===== src/rtl/playback_pkg.sv =====
// Shared types and defaults for the sample playback source.
package playback_pkg;

  localparam int DEF_N         = 16;
  localparam int DEF_DEPTH     = 32;
  localparam int DEF_FLUSH_LEN = 8;

  typedef enum logic [1:0] {
    IDLE  = 2'd0,
    PLAY  = 2'd1,
    FLUSH = 2'd2
  } state_t;

  // A requested length of 0, or anything beyond the buffer, plays the whole buffer.
  function automatic int unsigned eff_len(int unsigned len, int unsigned depth);
    return (len == 0 || len > depth) ? depth : len;
  endfunction

endpackage


===== src/rtl/sample_buffer.sv =====
// DEPTH x N sample store: one synchronous write port, one combinational read port.
module sample_buffer #(
  parameter int N      = 16,
  parameter int DEPTH  = 32,
  parameter int ADDR_W = 5
) (
  input  logic                clk,
  input  logic                wr_en,
  input  logic [ADDR_W-1:0]   wr_addr,
  input  logic signed [N-1:0] wr_data,
  input  logic [ADDR_W-1:0]   rd_addr,
  output logic signed [N-1:0] rd_data
);

  // Contents deliberately survive reset.
  logic signed [N-1:0] mem [DEPTH];

  always_ff @(posedge clk) begin
    if (wr_en) mem[wr_addr] <= wr_data;
  end

  assign rd_data = mem[rd_addr];

endmodule


===== src/rtl/sample_playback_source.sv =====
// Plays a buffer of signed samples over a valid/ready stream, looped or one-shot with zero flush.
module sample_playback_source
  import playback_pkg::*;
#(
  parameter int N         = DEF_N,
  parameter int DEPTH     = DEF_DEPTH,
  parameter int ADDR_W    = 5,
  parameter int FLUSH_LEN = DEF_FLUSH_LEN
) (
  input  logic                clk,
  input  logic                reset_n,
  input  logic                wr_en,
  input  logic [ADDR_W-1:0]   wr_addr,
  input  logic signed [N-1:0] wr_data,
  input  logic                start,
  input  logic                stop,
  input  logic                loop_en,
  input  logic [ADDR_W:0]     length,
  output logic signed [N-1:0] data_out,
  output logic                data_valid,
  input  logic                data_ready,
  output logic                busy,
  output logic                wrap,
  output logic                done
);

  localparam int FC_W = (FLUSH_LEN > 1) ? $clog2(FLUSH_LEN) : 1;

  state_t              state;
  logic [ADDR_W-1:0]   rd_idx;
  logic [ADDR_W:0]     len_q;
  logic                loop_q;
  logic [FC_W-1:0]     flush_cnt;

  logic                xfer;
  logic [ADDR_W-1:0]   rd_addr;
  logic signed [N-1:0] rd_data;
  logic [ADDR_W:0]     start_len;
  logic [ADDR_W:0]     idx_inc;
  logic [ADDR_W-1:0]   idx_next;
  logic                flush_last;

  sample_buffer #(.N(N), .DEPTH(DEPTH), .ADDR_W(ADDR_W)) u_buf (
    .clk     (clk),
    .wr_en   (wr_en && state == IDLE),
    .wr_addr (wr_addr),
    .wr_data (wr_data),
    .rd_addr (rd_addr),
    .rd_data (rd_data)
  );

  assign xfer       = data_valid && data_ready;
  assign busy       = (state != IDLE);
  assign rd_addr    = (state == IDLE) ? '0 : rd_idx;
  assign start_len  = (ADDR_W+1)'(eff_len(32'(length), DEPTH));
  assign idx_inc    = {1'b0, rd_idx} + (ADDR_W+1)'(1);
  assign idx_next   = (idx_inc >= len_q) ? '0 : idx_inc[ADDR_W-1:0];
  assign flush_last = (flush_cnt == FC_W'(FLUSH_LEN - 1));

  // rd_idx always names the next sample to present, so rd_idx == 0 in PLAY
  // means the sample on data_out is index L-1.
  always_ff @(posedge clk or negedge reset_n) begin
    if (!reset_n) begin
      state      <= IDLE;
      rd_idx     <= '0;
      len_q      <= '0;
      loop_q     <= 1'b0;
      flush_cnt  <= '0;
      data_out   <= '0;
      data_valid <= 1'b0;
      wrap       <= 1'b0;
      done       <= 1'b0;
    end else begin
      wrap <= 1'b0;
      done <= 1'b0;
      case (state)
        IDLE: begin
          if (start && !stop) begin
            len_q      <= start_len;
            loop_q     <= loop_en;
            data_out   <= rd_data;
            data_valid <= 1'b1;
            rd_idx     <= (start_len == (ADDR_W+1)'(1)) ? '0 : ADDR_W'(1);
            state      <= PLAY;
          end
        end
        PLAY: begin
          if (stop) begin
            state      <= IDLE;
            data_valid <= 1'b0;
            data_out   <= '0;
            rd_idx     <= '0;
          end else if (xfer) begin
            if (rd_idx != '0) begin
              data_out <= rd_data;
              rd_idx   <= idx_next;
            end else if (loop_q) begin
              data_out <= rd_data;
              rd_idx   <= idx_next;
              wrap     <= 1'b1;
            end else if (FLUSH_LEN > 0) begin
              state     <= FLUSH;
              data_out  <= '0;
              flush_cnt <= '0;
            end else begin
              state      <= IDLE;
              data_valid <= 1'b0;
              data_out   <= '0;
              done       <= 1'b1;
            end
          end
        end
        FLUSH: begin
          if (stop) begin
            state      <= IDLE;
            data_valid <= 1'b0;
            data_out   <= '0;
            flush_cnt  <= '0;
          end else if (xfer) begin
            if (flush_last) begin
              state      <= IDLE;
              data_valid <= 1'b0;
              flush_cnt  <= '0;
              done       <= 1'b1;
            end else begin
              flush_cnt <= flush_cnt + FC_W'(1);
            end
          end
        end
        default: begin
          state      <= IDLE;
          data_valid <= 1'b0;
          data_out   <= '0;
        end
      endcase
    end
  end

endmodule

===== config.mk =====
export PLATFORM = sky130hd
export DESIGN_NAME = sample_playback_source
export DESIGN_NICKNAME = d
export VERILOG_FILES = /design/src/rtl/playback_pkg.sv /design/src/rtl/sample_buffer.sv /design/src/rtl/sample_playback_source.sv
export SDC_FILE = /design/constraint.sdc
export NUM_CORES = 1
export LEC_CHECK = 0
export BUFFER_PORTS_ARGS = -buffer_cell sky130_fd_sc_hd__buf_2
export CAP_MARGIN = 20
export CORE_UTILIZATION = 55
export CTS_BUF_LIST = sky130_fd_sc_hd__clkbuf_4
export DETAILED_ROUTE_END_ITERATION = 6
export PLACE_DENSITY = 0.71
export SYNTH_ARGS = -nofsm -noshare
export SYNTH_HDL_FRONTEND = slang
export SYNTH_SLANG_ARGS = --single-unit

===== constraint.sdc =====
create_clock -name clk -period 3.3 [get_ports clk]
set_clock_uncertainty 0.05 [all_clocks]
set_input_delay 0.33 -clock clk [delete_from_list [all_inputs] [get_ports clk]]
set_output_delay 0.33 -clock clk [all_outputs]
set_load 0.01 [all_outputs]

==> results of run 1 <==
-- logic make-up after synthesis --
kind of cell | count (synthesis) | share of synthesized area [%]
flops | 548 | 72.98
compound gates | 416 | 12.29
simple gates | 281 | 5.684
mux | 130 | 6.026
buf+inv | 115 | 2.334
fa+ha+maj | 10 | 0.5611
xor+xnor | 3 | 0.1178
-- state kept, by name (all words and copies together) (netlist names) --
register / count
rd_idx: 5
len_q: 6
done: 1
data_out: 16
wrap: 1
flush_cnt: 3
loop_q: 1
data_valid: 1
u_buf.mem: 512
state: 2
-- final timing paths --
path | start | endpoint | slack, ns | cells after the start
min in group asynchronous | reset_n | data_out[1]$_DFFE_PN0P_ | 0.16 | 2
hold / removal | wr_data[11] | u_buf.mem[6][11]$_DFFE_PP_ | 0.06 | 1
max in group asynchronous | reset_n | rd_idx[0]$_DFFE_PN0P_ | 2.38 | 2
setup / recovery | rd_idx[0]$_DFFE_PN0P_ | data_out[11]$_DFFE_PN0P_ | 0.46 | 8
setup reg to reg | rd_idx[0]$_DFFE_PN0P_ | data_out[11]$_DFFE_PN0P_ | 0.46 | 8
hold reg to reg | len_q[3]$_DFFE_PN0P_ | len_q[3]$_DFFE_PN0P_ | 0.45 | 2
-- area by class of cell --
class / count / area share, %
inverter: 10 / 0.1480
antenna: 2 / 0.01973
timing repair buffer: 142 / 4.203
clock buffer: 204 / 6.038
clock inverter: 34 / 1.051
tap: 525 / 2.590
multi-input combinational: 840 / 21.77
sequential: 548 / 64.18
-- Yosys cell counts (all sizes together) (2+ instances only) --
| master | count |
|---|---|
| o2111ai | 16 |
| nand3 | 23 |
| clkbuf | 52 |
| o221ai | 32 |
| a31oi | 18 |
| nand3b | 3 |
| o22ai | 33 |
| o22a | 16 |
| buf | 53 |
| xnor2 | 2 |
| mux2i | 96 |
| nor3 | 18 |
| nor2b | 4 |
| nand2b | 24 |
| and2 | 2 |
| nand4b | 2 |
| nor4 | 2 |
| a221oi | 16 |
| o21ai | 107 |
| or3b | 3 |
| a221o | 16 |
| inv | 9 |
| edfxtp | 512 |
| a21o | 4 |
| nand2 | 65 |
| mux2 | 34 |
| dfrtp | 36 |
| a21oi | 117 |
| a311oi | 16 |
| o211ai | 16 |
| a22o | 4 |
| ha | 10 |
| nor2 | 129 |
-- stage by stage --
step	cells	cell area [µm²]	utilization, %
floorplan	1503	22300	-
global route	2305	25370	63.70
finish	2305	25370	63.70
CTS	2303	25360	63.68
detailed placement	2047	23380	58.72
global placement	2047	23380	58.72
-- per-layer routing --
layer	wire length (µm)	global-route usage [%]	up-vias	part of all wire [%]
li1	-	-	6355	-
met5	0	0	-	0
met3	3882	5.481	120	7.1
met2	27460	44.92	716	50
met4	1825	11.84	0	3.3
met1	21850	34.23	7036	40
-- worst reg2reg max path, stage by stage (launching register included) --
cell and delay [ns]:
dfrtp_4 0.53, buf_12 0.28, buf_12 0.35, buf_12 0.26, nor2_1 0.06, o21ai_0 0.17
o2111ai_1 0.24, a311oi_1 0.65, a221o_1 0.20
-- power breakdown --
group / internal, W / switching [W] / total, W
sequential: 0.00770 / 0.0000874 / 0.00779
combinational: 0.000808 / 0.00135 / 0.00216
clock: 0.00321 / 0.00260 / 0.00581
total: 0.0117 / 0.00404 / 0.0158
-- what timing repair did --
item | 4_1_cts | 5_1_grt
resized for setup | 0 | 0
hold buffers | 18 | 0
hold endpoints to repair | 55 | 0
==> reports/metrics.cfg, run 1 <==
[logic_synthesis]
synthTopCellsByArea = edfxtp_1, mux2i_1, dfrtp_1, a21oi_1, o21ai_0
synth_edf_count = 512
syn-cell-area_um2 = 22300
synth_async_sr_flop_share_pct = 6.569
synth_ff_type = edfxtp_1
synth.top_cell.area_share_pct = 68.94
synth-seq-cells = 548
syn_nets = 1547
yosysSeqAreaShare_pct = 72.98
synth_top_area_cell = edfxtp_1
synth.avg_cell_area_um2 = 14.84
synth_warnings = 0
netlist_instances = 1503
synthDistinctLibCells = 57

[sta]
fin_hold_ws_ns = 0.05774
drv_slew = 0
rsz0062_at_grt = false
min_period_ns = 2.837
relSlewSlack_pct = 40.05
fin_setup_tns_ns = 0
worst_slew_pin_slew_ns = 0.8992
layout_setup_ws_ns = 0.4634
fin_crit_sh_pct = 85.96
fmax_mhz = 352.5
finalSetupViolCount = 0
hold_violations = 0

[finish]
mostFrequentLayoutCells = edfxtp_1, clkbuf_4, nor2_1
nFillCells = 2926
drive_gt1_share_pct = 22.55
multiInputGateArea_um2 = 5522
area_growth_pct = 13.75
register_area_um2 = 16280
fin_nets = 1726
mostFrequentLayoutCell = edfxtp_1

[hold_path]
hp-class = in2reg

[clock_network]
clockBufferDepth = 3
post-cts-setup-buffer-count = 0
htreeDepth = 4
cts_tree = yes
cts.sinks = 548
path_clk_slew_ns = 0.07
cts_root_buf = clkbuf_4
cts_buffers = 140
clk_latency_ns = 0.82

[status]
status = complete, no violations

[grt]
antenna_found_initial = 4
grt_overflow = 0
grt_pass1_wl_um = 82280
first_global_vias = 14250
track_usage_pct = 26.93
grt_max_degree = 125

[setup_path]
startpoint_type = flop
crit_path_top_delay_cell = a311oi_1
cp-end-kind = flop
crit_path_max_incr_delay_ns = 0.65
crit_chain = buf_12 > buf_12 > buf_12 > nor2_1 > o21ai_0 > o2111ai_1 > a311oi_1 > a221o_1
crit_top_cell = buf_12
worstPathArrival_ns = 3.53
path_buf_inv = 3
critPathRequiredTime_ns = 3.99
critPathMaxFanout = 47
cp_top_family = compound AO/OA/AOI/OAI gates
critPathKind = reg2reg

[detailed_routing]
via_per_inst = 6.172
drc = 0
ant_nets = 0
dr_total_vias = 14230
avgRoutedWirePerCell_um = 23.87
drt_iter0_drc = 1460
routed_wl_um = 55020
firstDrtPassIters = 5

[flow_run]
maxCapViolations = 0

[die]
placementRows = 73
num_io_pins = 54
die_x_um = 203.4
start_util_pct = 56.00
die_area_um2 = 41360
coreArea_um2 = 39820
die_y_um = 203.4

[placed_design]
globalplace.congestion = 0.8555
dpl.hpwl_um = 31470
pre_cts_ws_ns = 0.5299
io_buffers = 53

[power_and_ir_drop]
fin_total_pwr_w = 0.01576
power_leakage_nw = 9.054
ir_drop_v = 0.0003460
cellPowerDensity_nw_per_um2 = 621.2

No activity file was read; power rests on OpenSTA's default activity.
==> run 2: changes to the inputs <==
Settings changed: ABC_AREA from default to 1.
==> reports/metrics.cfg, run 2 <==
[hold_path]
hp-class = in2reg
holdPathStages = 1  ; unchanged

[logic_synthesis]
synth_top_area_cell = edfxtp_1
synthDistinctLibCells = 25  ; -56%
synth_most_common_cell = nand2_1
yosys-top-cells-count = nand2_1, edfxtp_1, nand3_1
synth_compound_area_share_pct = 0.7020  ; -12 points
yosysSeqAreaShare_pct = 71.34  ; -1.6 points
synth.area.mux_share_pct = 0  ; -6.0 points
synth-simple-area-share_pct = 23.34  ; +18 points
syn_nets = 2100  ; +36%
synth_edf_count = 512  ; unchanged
netlist_instances = 2056  ; +37%
syn-cell-area_um2 = 22810  ; +2.3%
synth-xor-area-share_pct = 0.1536  ; +0.036 points
synth.avg_cell_area_um2 = 11.10  ; -25%
synth-seq-cells = 548  ; unchanged
synthTopCellsByArea = edfxtp_1, nand3_1, nand2_1, dfrtp_1, nor2_1
synth_ff_type = edfxtp_1
synth_top_family_by_area = simple AND/OR/NAND/NOR gates
synth_async_sr_flop_share_pct = 6.569  ; unchanged
synthAdderAreaFrac_pct = 0.5485  ; -0.013 points
synth_warnings = 0  ; unchanged
synth.top_cell.area_share_pct = 67.39  ; -1.6 points

[placed_design]
dpl.hpwl_um = 32490  ; +3.2%
io_buffers = 53  ; unchanged
pre_cts_ws_ns = 0.4442  ; -0.08567 ns
globalplace.congestion = 0.8360  ; -2.3%

[finish]
multiInputGateArea_um2 = 5688  ; +3.0%
largest_reg_flops = 512  ; unchanged
fin_nets = 2268  ; +31%
drive_gt1_share_pct = 15.04  ; -7.5 points
fin_util_pct = 63.29  ; -0.40 points
register_area_um2 = 16280  ; about the same
largest_registers = u_buf.mem (512), data_out (16), len_q (6)
top_register = u_buf.mem
mostFrequentLayoutCells = nand2_1, edfxtp_1, nand3_1
mostFrequentLayoutCell = nand2_1
nFillCells = 3131  ; +7.0%
area_growth_pct = 13.28

[die]
coreArea_um2 = 40830  ; +2.5%
die_y_um = 205.7  ; +1.1%
start_util_pct = 55.87  ; -0.13 points
placementRows = 74  ; +1.4%
die_area_um2 = 42300  ; +2.3%
die_x_um = 205.7  ; +1.1%
num_io_pins = 54  ; unchanged

[clock_network]
clk_latency_ns = 0.84  ; +0.02 ns
htreeDepth = 4  ; unchanged
post-cts-setup-buffer-count = 0  ; unchanged
path_clk_slew_ns = 0.06  ; about the same
cts_buffers = 141  ; +0.71%
cts_tree = yes
cts_root_buf = clkbuf_4
cts.sinks = 548  ; unchanged
clockBufferDepth = 3  ; unchanged

[sta]
fin_setup_tns_ns = 0  ; unchanged
rsz0062_at_grt = false
hold_violations = 0  ; unchanged
fmax_mhz = 344.4  ; -2.3%
finalSetupViolCount = 0  ; unchanged
relSlewSlack_pct = 29.32  ; -11 points
fin_crit_sh_pct = 87.99  ; +2.0 points
worst_slew_pin_slew_ns = 1.060  ; +0.1609 ns
layout_setup_ws_ns = 0.3965  ; -0.06690 ns
min_period_ns = 2.904  ; +0.06690 ns
drv_slew = 0  ; unchanged

[detailed_routing]
ant_nets = 0  ; unchanged
via_per_inst = 5.690  ; -7.8%
routed_wl_um = 58870  ; +7.0%
dr_total_vias = 16240  ; +14%
drt_iter0_drc = 2070  ; +42%
firstDrtPassIters = 6  ; +1
avgRoutedWirePerCell_um = 20.63  ; -14%
drc = 0  ; unchanged

[flow_run]
maxCapViolations = 0  ; unchanged

[setup_path]
r2r_cells = 11  ; +3
regToRegStartpoint = rd_idx[0]$_DFFE_PN0P_
crit_top_cell = nand3_1
crit_chain = buf_4 > nand3_1 > xor2_1 > inv_1 > ha_1 > a21oi_1 > o21a_1 > nand3_1 > nor3_2 > nand2_1 > o21ai_0
reg2reg_to = rd_idx[2]$_DFFE_PN0P_
critPathKind = reg2reg
cp-endpoint = rd_idx[2]$_DFFE_PN0P_
r2r_setup_slack_ns = 0.40  ; -0.07 ns
crit_path_top_delay_cell = buf_4
cp-end-kind = flop
crit_start = rd_idx[0]$_DFFE_PN0P_
worstPathArrival_ns = 3.61  ; +0.08 ns
startpoint_type = flop
critPathRequiredTime_ns = 4.00  ; about the same
critPathMaxFanout = 57  ; +21%
crit_path_max_incr_delay_ns = 0.61  ; -0.04 ns

[grt]
grt_max_degree = 91  ; -27%
track_usage_pct = 28.73  ; +1.8 points
antenna_found_initial = 3  ; -1
grt_overflow = 0  ; unchanged
grt_pass1_wl_um = 89810  ; +9.1%
first_global_vias = 15860  ; +11%

[status]
status = complete, no violations

[power_and_ir_drop]
ir_drop_v = 0.0006890  ; +99%
cellPowerDensity_nw_per_um2 = 720.1  ; +16%
fin_total_pwr_w = 0.01861  ; +18%
power_leakage_nw = 10.44  ; +15%

==> run 2: what timing repair did <==
action                                 in CTS  in global routing
endpoints found under the hold margin     198                  0
hold buffers                               28                  0
gates resized for setup                     0                  0
==> run 2: logic make-up (layout without fill, tap and decap cells) <==
family | after synthesis | count (layout)
simple gates | 1252 | 1252
flops | 548 | 548
buf+inv | 214 | 478
compound gates | 28 | 28
fa+ha+maj | 10 | 10
xor+xnor | 4 | 4
other cells | 0 | 2
==> run 2: per-stage QoR <==
stage / hold WS (ns) / instances / instance area, µm²
after global placement: 0.4172 / 2585 / 23820
after detailed placement: 0.4303 / 2585 / 23820
after global routing: 0.01733 / 2853 / 25840
after CTS: 0.004849 / 2852 / 25840
after floorplan: -0.01559 / 2056 / 22810
final: 0.03609 / 2854 / 25840
==> run 2: per-layer routing <==
layer / track usage, % / vias to the layer above / part of all wire (%) / routed length [µm]
li1: - / 7498 / - / -
met2: 44.12 / 923 / 47 / 27470
met1: 39.54 / 7708 / 40 / 23600
met4: 11.96 / 2 / 2.6 / 1559
met3: 6.668 / 109 / 11 / 6218
met5: 0 / - / 0.020 / 12
==> run 2: how the worst min path moves through the flow <==
stage	from	end	slack [ns]
2_1_floorplan	reset_n	data_out[0]$_DFFE_PN0P_	-0.02
3_3_place_gp	reset_n	flush_cnt[1]$_DFFE_PN0P_	0.42
3_5_place_dp	reset_n	flush_cnt[1]$_DFFE_PN0P_	0.43
4_1_cts	wr_data[8]	u_buf.mem[17][8]$_DFFE_PP_	0.005
5_1_grt	wr_data[8]	u_buf.mem[17][8]$_DFFE_PP_	0.02
6_report	wr_data[8]	u_buf.mem[17][8]$_DFFE_PP_	0.04
==> run 2: critical path, delay by kind of cell (launching register included) <==
family / cells / cell delay [ns]
flip-flops: 1 / 0.53
buffers and inverters: 2 / 0.68
AO/OA/AOI/OAI: 3 / 0.37
adder cells (fa/ha/maj): 1 / 0.30
XOR/XNOR: 1 / 0.16
AND/OR/NAND/NOR: 4 / 0.70
==> run 2: layout make-up <==
class	count	share of cell area [%]
Clock inverter	32	0.7069
Inverter	100	1.452
Sequential cell	548	62.99
Tap cell	532	2.576
Antenna cell	2	0.01937
Timing Repair Buffer	139	4.231
Multi-Input combinational cell	1294	22.01
Clock buffer	207	6.013
==> run 2: power breakdown <==
group | switching (W) | leakage (nW) | total (W) | internal, W
clock | 0.00261 | 1.06 | 0.00562 | 0.00302
combinational | 0.00358 | 4.30 | 0.00496 | 0.00138
sequential | 0.000192 | 5.08 | 0.00803 | 0.00784
